<file path="src/rtl/tmds_channel_decoder.sv">
// rtl/tmds_channel_decoder.sv - TMDS receive channel: word alignment search and 10b/8b decode
//
// Ports:
//   pixclk      : clock, all logic on rising edge
//   rst         : synchronous active-high reset
//   tmds_in     : 10-bit deserialized word, bit 0 transmitted first
//   data_out    : decoded pixel byte (valid when de_out=1)
//   ctrl_out    : decoded control value {c1,c0}
//   de_out      : data enable
//   locked      : word alignment achieved
//   bitslip     : one-cycle request to shift deserializer alignment by one bit
//   slip_count  : saturating count of bitslip pulses (TMDS_STATS_EN only)
//   loss_count  : saturating count of lock losses (TMDS_STATS_EN only)
//
// Optional feature macro: TMDS_STATS_EN
module tmds_channel_decoder #(
    parameter int MIN_RUN       = 8,
    parameter int SEARCH_WINDOW = 4096,
    parameter int SLIP_SETTLE   = 16,
    parameter int LOSS_WINDOW   = 4096
) (
    input  logic        pixclk,
    input  logic        rst,
    input  logic [9:0]  tmds_in,
    output logic [7:0]  data_out,
    output logic [1:0]  ctrl_out,
    output logic        de_out,
    output logic        locked,
`ifdef TMDS_STATS_EN
    output logic        bitslip,
    output logic [15:0] slip_count,
    output logic [15:0] loss_count
`else
    output logic        bitslip
`endif
);

    localparam logic [15:0] MIN_RUN_C = 16'(MIN_RUN);
    localparam logic [15:0] SW_LAST   = 16'(SEARCH_WINDOW - 1);
    localparam logic [15:0] SS_LAST   = 16'(SLIP_SETTLE - 1);
    localparam logic [15:0] LW_LAST   = 16'(LOSS_WINDOW - 1);

    typedef enum logic [1:0] {HUNT, SETTLE, LOCKED} state_t;

    state_t      state, state_nxt;
    logic [15:0] run_cnt, run_nxt;
    logic [15:0] win_cnt, win_nxt;
    // Shared counter: settle cycles in SETTLE, token-free cycles in LOCKED.
    logic [15:0] aux_cnt, aux_nxt;
    logic [15:0] run_inc, loss_inc;
    logic        slip_nxt;

    logic        is_tok;
    logic [1:0]  tok_val;
    logic [7:0]  d_inv;
    logic [7:0]  dec;

    always_comb begin
        is_tok  = 1'b1;
        tok_val = 2'b00;
        case (tmds_in)
            10'h354: tok_val = 2'b00;
            10'h0AB: tok_val = 2'b01;
            10'h154: tok_val = 2'b10;
            10'h2AB: tok_val = 2'b11;
            default: is_tok  = 1'b0;
        endcase
    end

    always_comb begin
        d_inv  = tmds_in[9] ? ~tmds_in[7:0] : tmds_in[7:0];
        dec    = 8'h00;
        dec[0] = d_inv[0];
        for (int i = 1; i < 8; i++) begin
            dec[i] = tmds_in[8] ? (d_inv[i] ^ d_inv[i-1]) : ~(d_inv[i] ^ d_inv[i-1]);
        end
    end

    always_comb begin
        state_nxt = state;
        run_nxt   = run_cnt;
        win_nxt   = win_cnt;
        aux_nxt   = aux_cnt;
        slip_nxt  = 1'b0;
        run_inc   = is_tok ? run_cnt + 16'd1 : 16'd0;
        loss_inc  = is_tok ? 16'd0 : aux_cnt + 16'd1;
        case (state)
            HUNT: begin
                run_nxt = run_inc;
                win_nxt = win_cnt + 16'd1;
                // Lock takes priority over a slip falling on the same cycle.
                if (run_inc == MIN_RUN_C) begin
                    state_nxt = LOCKED;
                    run_nxt   = 16'd0;
                    win_nxt   = 16'd0;
                    aux_nxt   = 16'd0;
                end else if (win_cnt == SW_LAST) begin
                    state_nxt = SETTLE;
                    slip_nxt  = 1'b1;
                    run_nxt   = 16'd0;
                    win_nxt   = 16'd0;
                    aux_nxt   = 16'd0;
                end
            end
            SETTLE: begin
                if (aux_cnt == SS_LAST) begin
                    state_nxt = HUNT;
                    aux_nxt   = 16'd0;
                end else begin
                    aux_nxt = aux_cnt + 16'd1;
                end
            end
            LOCKED: begin
                if (loss_inc == LW_LAST) begin
                    state_nxt = HUNT;
                    run_nxt   = 16'd0;
                    win_nxt   = 16'd0;
                    aux_nxt   = 16'd0;
                end else begin
                    aux_nxt = loss_inc;
                end
            end
            default: begin
                state_nxt = HUNT;
                run_nxt   = 16'd0;
                win_nxt   = 16'd0;
                aux_nxt   = 16'd0;
            end
        endcase
    end

    always_ff @(posedge pixclk) begin
        if (rst) begin
            state   <= HUNT;
            run_cnt <= 16'd0;
            win_cnt <= 16'd0;
            aux_cnt <= 16'd0;
            bitslip <= 1'b0;
            locked  <= 1'b0;
        end else begin
            state   <= state_nxt;
            run_cnt <= run_nxt;
            win_cnt <= win_nxt;
            aux_cnt <= aux_nxt;
            bitslip <= slip_nxt;
            locked  <= (state_nxt == LOCKED);
        end
    end

    // Outputs follow the next state so the locking token is presented on the
    // same edge that raises locked, and the lock-loss edge zeroes them.
    always_ff @(posedge pixclk) begin
        if (rst) begin
            data_out <= 8'h00;
            ctrl_out <= 2'b00;
            de_out   <= 1'b0;
        end else if (state_nxt == LOCKED) begin
            if (is_tok) begin
                data_out <= 8'h00;
                ctrl_out <= tok_val;
                de_out   <= 1'b0;
            end else begin
                data_out <= dec;
                de_out   <= 1'b1;
            end
        end else begin
            data_out <= 8'h00;
            ctrl_out <= 2'b00;
            de_out   <= 1'b0;
        end
    end

`ifdef TMDS_STATS_EN
    always_ff @(posedge pixclk) begin
        if (rst) begin
            slip_count <= 16'd0;
            loss_count <= 16'd0;
        end else begin
            if (slip_nxt && slip_count != 16'hFFFF) begin
                slip_count <= slip_count + 16'd1;
            end
            if (state == LOCKED && state_nxt == HUNT && loss_count != 16'hFFFF) begin
                loss_count <= loss_count + 16'd1;
            end
        end
    end
`endif

endmodule

</file>
<file path="config.mk">
export PLATFORM = sky130hd
export DESIGN_NAME = tmds_channel_decoder
export DESIGN_NICKNAME = d
export VERILOG_FILES = /design/src/rtl/tmds_channel_decoder.sv
export SDC_FILE = /design/constraint.sdc
export NUM_CORES = 1
export LEC_CHECK = 0
export CAP_MARGIN = 20
export CORE_UTILIZATION = 35
export CTS_BUF_LIST = sky130_fd_sc_hd__clkbuf_16
export DETAILED_ROUTE_END_ITERATION = 6
export SYNTH_ARGS = -nofsm -noshare
export SYNTH_HDL_FRONTEND = slang
export SYNTH_SLANG_ARGS = --single-unit
</file>
<file path="constraint.sdc">
create_clock -name pixclk -period 3.3 [get_ports pixclk]
set_input_delay 0.66 -clock pixclk [delete_from_list [all_inputs] [get_ports pixclk]]
set_output_delay 0.66 -clock pixclk [all_outputs]
set_load 0.03 [all_outputs]
</file>
**After elaboration in Yosys (flattened, before gate mapping)**

Cells that the tools add are included.

- $add $sub $neg: 3
- Eq/ne operators: 13
- Muxes and demuxes: 31
- Bitwise logic cells: 18
- Reduce and logical (&&, ||, !) cells: 6

Operators by type and width:

| cell | number |
|---|---|
| $mux 16 | 11 |
| $pmux 16 s3 | 3 |
| $add 16x1->16 const B | 3 |
| $eq 16x12->1 const B | 2 |
| $eq 16x4->1 const B | 2 |
| $eq 10x10->1 const B | 2 |
| $pmux 2 s3 | 2 |
| $eq 10x8->1 const B | 1 |
| $eq 10x9->1 const B | 1 |
| $mux 1 | 10 |
| $not 1->1 | 10 |
| $mux 2 | 4 |
| $mux 8 | 1 |
| $not 8->8 | 1 |
| $xor 1x1->1 | 7 |
| $reduce_or 3->1 | 2 |
| $eq 2x2->1 const B | 2 |
| $reduce_or 4->1 | 1 |
| $ne 3x3->1 const B | 1 |
| $eq 2x1->1 const B | 1 |
| $logic_not 2->1 | 1 |
| $ne 2x2->1 const B | 1 |
| $reduce_and 2->1 | 1 |
| $reduce_or 2->1 | 1 |

- Register bits: 63
- Input port bits: 12

**Logic depth before layout (Yosys ltp)**

- Depth after elaboration: 10
- Depth in mapped cells: 12
- Gate-level depth less buffers: 9

**Worst setup path before layout**

No wires, ideal clock.

- Path type: input port to flip-flop
- From: in tmds_in[4]
- To: reg aux_cnt[4]
- Setup time: 132 ps
- Arrival: 2857 ps
- Required time: 3168 ps
- Path slack: 311 ps
- Stages on the path: 12
- Path through: inv_1 > ha_1 > nand2_1 > or3_1 > clkbuf_1 > a211oi_1 > o2111ai_1 > or4_1 > buf_2 > buf_2 > a22oi_1 > o32ai_1

- Word-level cells in the longest chain between the ends: 7
- Elaborated cells between the ends (all ways): 14
- Those cells by class: 7 x eq/ne; 6 x mux; 1 x reduce/logical

Ends and longest elaborated chain:

| element | RTL line | RTL |
|---|---|---|
| start, declared | 24 | `input logic [9:0] tmds_in,` |
| $eq 10x10->1 (tied with other cells) | 61 | `case (tmds_in)` |
| $reduce_or 4->1 (no line) * | -- |  |
| $mux 1 * | 61 |  |
| $mux 16, on equally long branches | 86, 85 |  |
| $eq 16x12->1 / $eq 16x4->1 (equally long branches) | 114, 92 |  |
| $mux 16, on equally long branches | 114, 92 |  |
| $pmux 16 s3 | 87 | `case (state)` |
| end signal, assigned | 144 | `aux_cnt <= aux_nxt;` |
| end, declared | 49 | `logic [15:0] aux_cnt, aux_nxt;` |

Every way passes the cells marked *; elsewhere a longest branch is shown, timed or not.
A chain may end at the register's enable or synchronous reset.

**Worst setup path after layout**

- From: in tmds_in[1]
- To: reg data_out[7]

- Word-level cells in the longest chain between the ends: 10
- Elaborated cells between the ends (all ways): 16
- Those cells by class: 7 x eq/ne; 6 x mux; 1 x bitwise; 2 x reduce/logical

Ends and longest elaborated chain:

| element | RTL line | RTL |
|---|---|---|
| $eq 10x10->1 (tied with other cells) | 61 |  |
| $reduce_or 4->1 (no line) * | -- |  |
| $mux 1 * | 61 |  |
| $mux 16, on equally long branches | 86, 85 |  |
| $eq 16x12->1 / $eq 16x4->1 (equally long branches) | 114, 92 |  |
| $mux 2, on equally long branches | 114, 92 |  |
| $pmux 2 s3 | 87 |  |
| $eq 2x2->1 | 157 | `end else if (state_nxt == LOCKED) begin` |
| $not 1->1 (no line) | -- |  |
| $reduce_or 3->1 (no line) * | -- |  |
| end signal, assigned | 154 | `data_out <= 8'h00;` |
| end signal, assigned | 159 | `data_out <= 8'h00;` |
| end signal, assigned | 163 | `data_out <= dec;` |
| end, declared | 25 | `output logic [7:0] data_out,` |

Marked as above.

==> flow_summary.yaml <==
synth:
  synth.most_common_cell: "dfxtp_1"
  synth_top_area_cell: "dfxtp_1"
  yosys.area.top_type_share: 0.295
  synth_common_cells: "dfxtp_1 (63), nand3_1 (40), nand2_1 (33)"
  avgSynthCellArea_um2: 7.99
  ys_seq_elements: 63
  synth-edff-count: 0
  synthCells: 534
  async_flop_share: 0
  synth_flop_cell: "dfxtp_1"
  yosysWarnings: 0
  synth_cell_types: 66
  ys_seq_area_frac: 0.295
  synth_nets: 561
  mappedNetlistArea_mm2: 0.00427
  ys_top_cells_by_area: "dfxtp_1 (30%), nand3_1 (4.7%), ha_1 (4.4%)"
sta:
  hold_viol: 0
  setup_ws_ns: 0.107
  rsz0062_at_grt: "false"
  relSlewSlack: 0.575
  fin_crit_sh: 0.968
  fmax_mhz: 313
  worst_pin_slew_ns: 0.632
  drv_slew: 0
  finalCriticalPeriod_ns: 3.19
  skew_ns: 0.00654
  holdWs_ns: 0.484
  tns_ns: 0
  setup_viol: 0
floorplanning:
  die_h_um: 112
  rows: 39
  dieWidth_um: 112
  die_area_mm2: 0.0126
  start_util: 0.366
  io_pins: 25
  core_mm2: 0.0117
grt:
  grtUsageTotal: 0.196
  grt_pass1_vias: 4065
  grt_max_degree: 47
  grt-ovfl-total: 0
  antenna_found_initial: 0
  grt_pass1_wl_mm: 20.1
clock_network:
  cts_tree: "built"
  numCtsBuffers: 9
  cts_root_buffer: "clkbuf_16"
  clk_pin_slew_ns: 0.06
  clock_latency_ns: 0.33
  cts_max_level: 3
  clock_path_buffers: 2
  postCtsHoldBufs: 0
  cts_sinks: 63
  post-cts-setup-buffers: 0
worst_setup_path:
  reg2reg_from: "run_cnt[1]"
  path_cells: "clkdlybuf4s50_1, inv_1, ha_1, and3_1, and3_1, o32a_1, a2111oi_1, a31oi_1, a22o_1, buf_12, nor4_1"
  path_class: "input port to flip-flop"
  cp_slowest_cell: "a2111oi_1"
  path_buf_inv: 3
  cp_max_fo: 13
  cp-start-kind: "input port"
  r2r_end: "data_out[7]"
  cp.arrival_ns: 3.43
  cp_common_cell: "and3_1"
  r2r_slack_ns: 0.28
  cp-end-kind: "flip-flop"
  critPathMaxStageDelay_ns: 0.52
  required_ns: 3.53
  rr_worst_depth: 9
  crit_family: "compound AO/OA/AOI/OAI gates"
hold_path:
  min_from: "win_cnt[1]"
  min_path_cells: 2
  min_to: "win_cnt[1]"
  min_path_type: "flip-flop to flip-flop"
layout:
  drive_above_1_share: 0.145
  finalNonFillerCells: 722
  fillCellCount: 1158
  syn2layout_area_growth_pct: 22.2
  antenna_cells: 0
  final_nets: 601
power:
  p_leak_nw: 1.85
  ir_worst_vdd_mv: 0.203
  total_power_mw: 1.88
  p_per_area_mw_per_mm2: 360
detailed_routing:
  vias_per_cell: 5.93
  first_pass_iters: 4
  remaining_drc_errors: 0
  wl_mm: 12.0
  dr.first_iter.drc_count: 298
  vias: 4284
  ant_nets: 0
  wl_per_cell_um: 16.6
placement:
  portBuffers: 24
  dp_cells: 706
  dp_hpwl_mm: 8.74
  place_ws_ns: -0.314
  routabilityCongestion: 0.874
job:
  cap_violations: 0
outcome:
  status: "finished, final reports clean"
-- flip-flops by register name, summed over array words and instances (netlist names) --
signal,count
aux_cnt,16
run_cnt,16
win_cnt,16
data_out,8
ctrl_out,2
state,2
bitslip,1
de_out,1
locked,1
-- routing by layer --
layer | routed length, um | vias to the layer above | track usage
met5 | 0 | - | 0
met4 | 96 | 0 | 0.0747
met3 | 546 | 6 | 0.0340
met2 | 5480 | 100 | 0.311
met1 | 5870 | 2030 | 0.267
li1 | - | 2148 | -
-- cells by family after synthesis --
group,share of synthesized area
simple gates,0.319
mux,0.00469
fa+ha+maj,0.0440
buf+inv,0.0698
compound gates,0.226
xor+xnor,0.0410
flops,0.295
-- worst reg2reg max path, cell delays in order, from the launching register on --
cell	delay [ns]
dfxtp_1	0.40
ha_1	0.37
nand4_1	0.21
o31ai_1	0.30
nand4_1	0.18
a2111oi_1	0.57
a31oi_1	0.20
a22o_1	0.25
buf_12	0.15
nor4_1	0.28
-- cell usage in the layout, fill, tap and decap left out, types with 9 or more instances in the layout --
cell and n:
nor2_1 22, nor4_1 22, nand4_1 25, nand3_1 40
o31ai_1 9, a211oi_1 14, xnor2_1 13, dfxtp_1 63
a22oi_1 12, ha_1 14, o21ai_0 11, nor3_1 19
and3_1 10, o32ai_1 14, nand2_1 33, clkdlybuf4s50_1 23
clkbuf_16 9, a21oi_1 20, buf_4 43, or3_1 17
inv_1 29
-- stage by stage --
stage,utilization,instance area (um2)
after floorplan,-,4270
after global placement,0.418,4880
after detailed placement,0.418,4880
after CTS,0.446,5200
after global routing,0.447,5220
final,0.447,5220
-- how the worst max path moves through the flow --
stage | end | depth (start not counted) | startpoint
floorplan | aux_cnt[4] | 12 | tmds_in[4]
global placement | aux_cnt[13] | 11 | tmds_in[4]
detailed placement | aux_cnt[11] | 10 | tmds_in[1]
CTS | aux_cnt[11] | 10 | tmds_in[1]
global route | aux_cnt[3] | 11 | tmds_in[4]
finish | data_out[7] | 11 | tmds_in[1]
-- report_power, final --
part	total, mW	switching [mW]	leakage, nW	internal (mW)
registers	0.768	0.00357	0.508	0.764
clock network	1.03	0.367	0.152	0.662
logic	0.0821	0.0424	1.19	0.0397
-- layout make-up --
type | instances | area, um2 | area share
timing repair buffer | 70 | 618 | 0.118
clock buffer | 9 | 225 | 0.0432
inverter | 29 | 109 | 0.0209
tap | 143 | 179 | 0.0343
clock inverter | 7 | 97.6 | 0.0187
sequential | 63 | 1260 | 0.242
multi-input combinational | 401 | 2730 | 0.523
-- what timing repair did --
action,CTS,global route
endpoints found under the setup margin,0,41
endpoints found under the hold margin,0,0
gates resized for setup,0,5
Note: power is estimated with default switching activity, not from simulation.
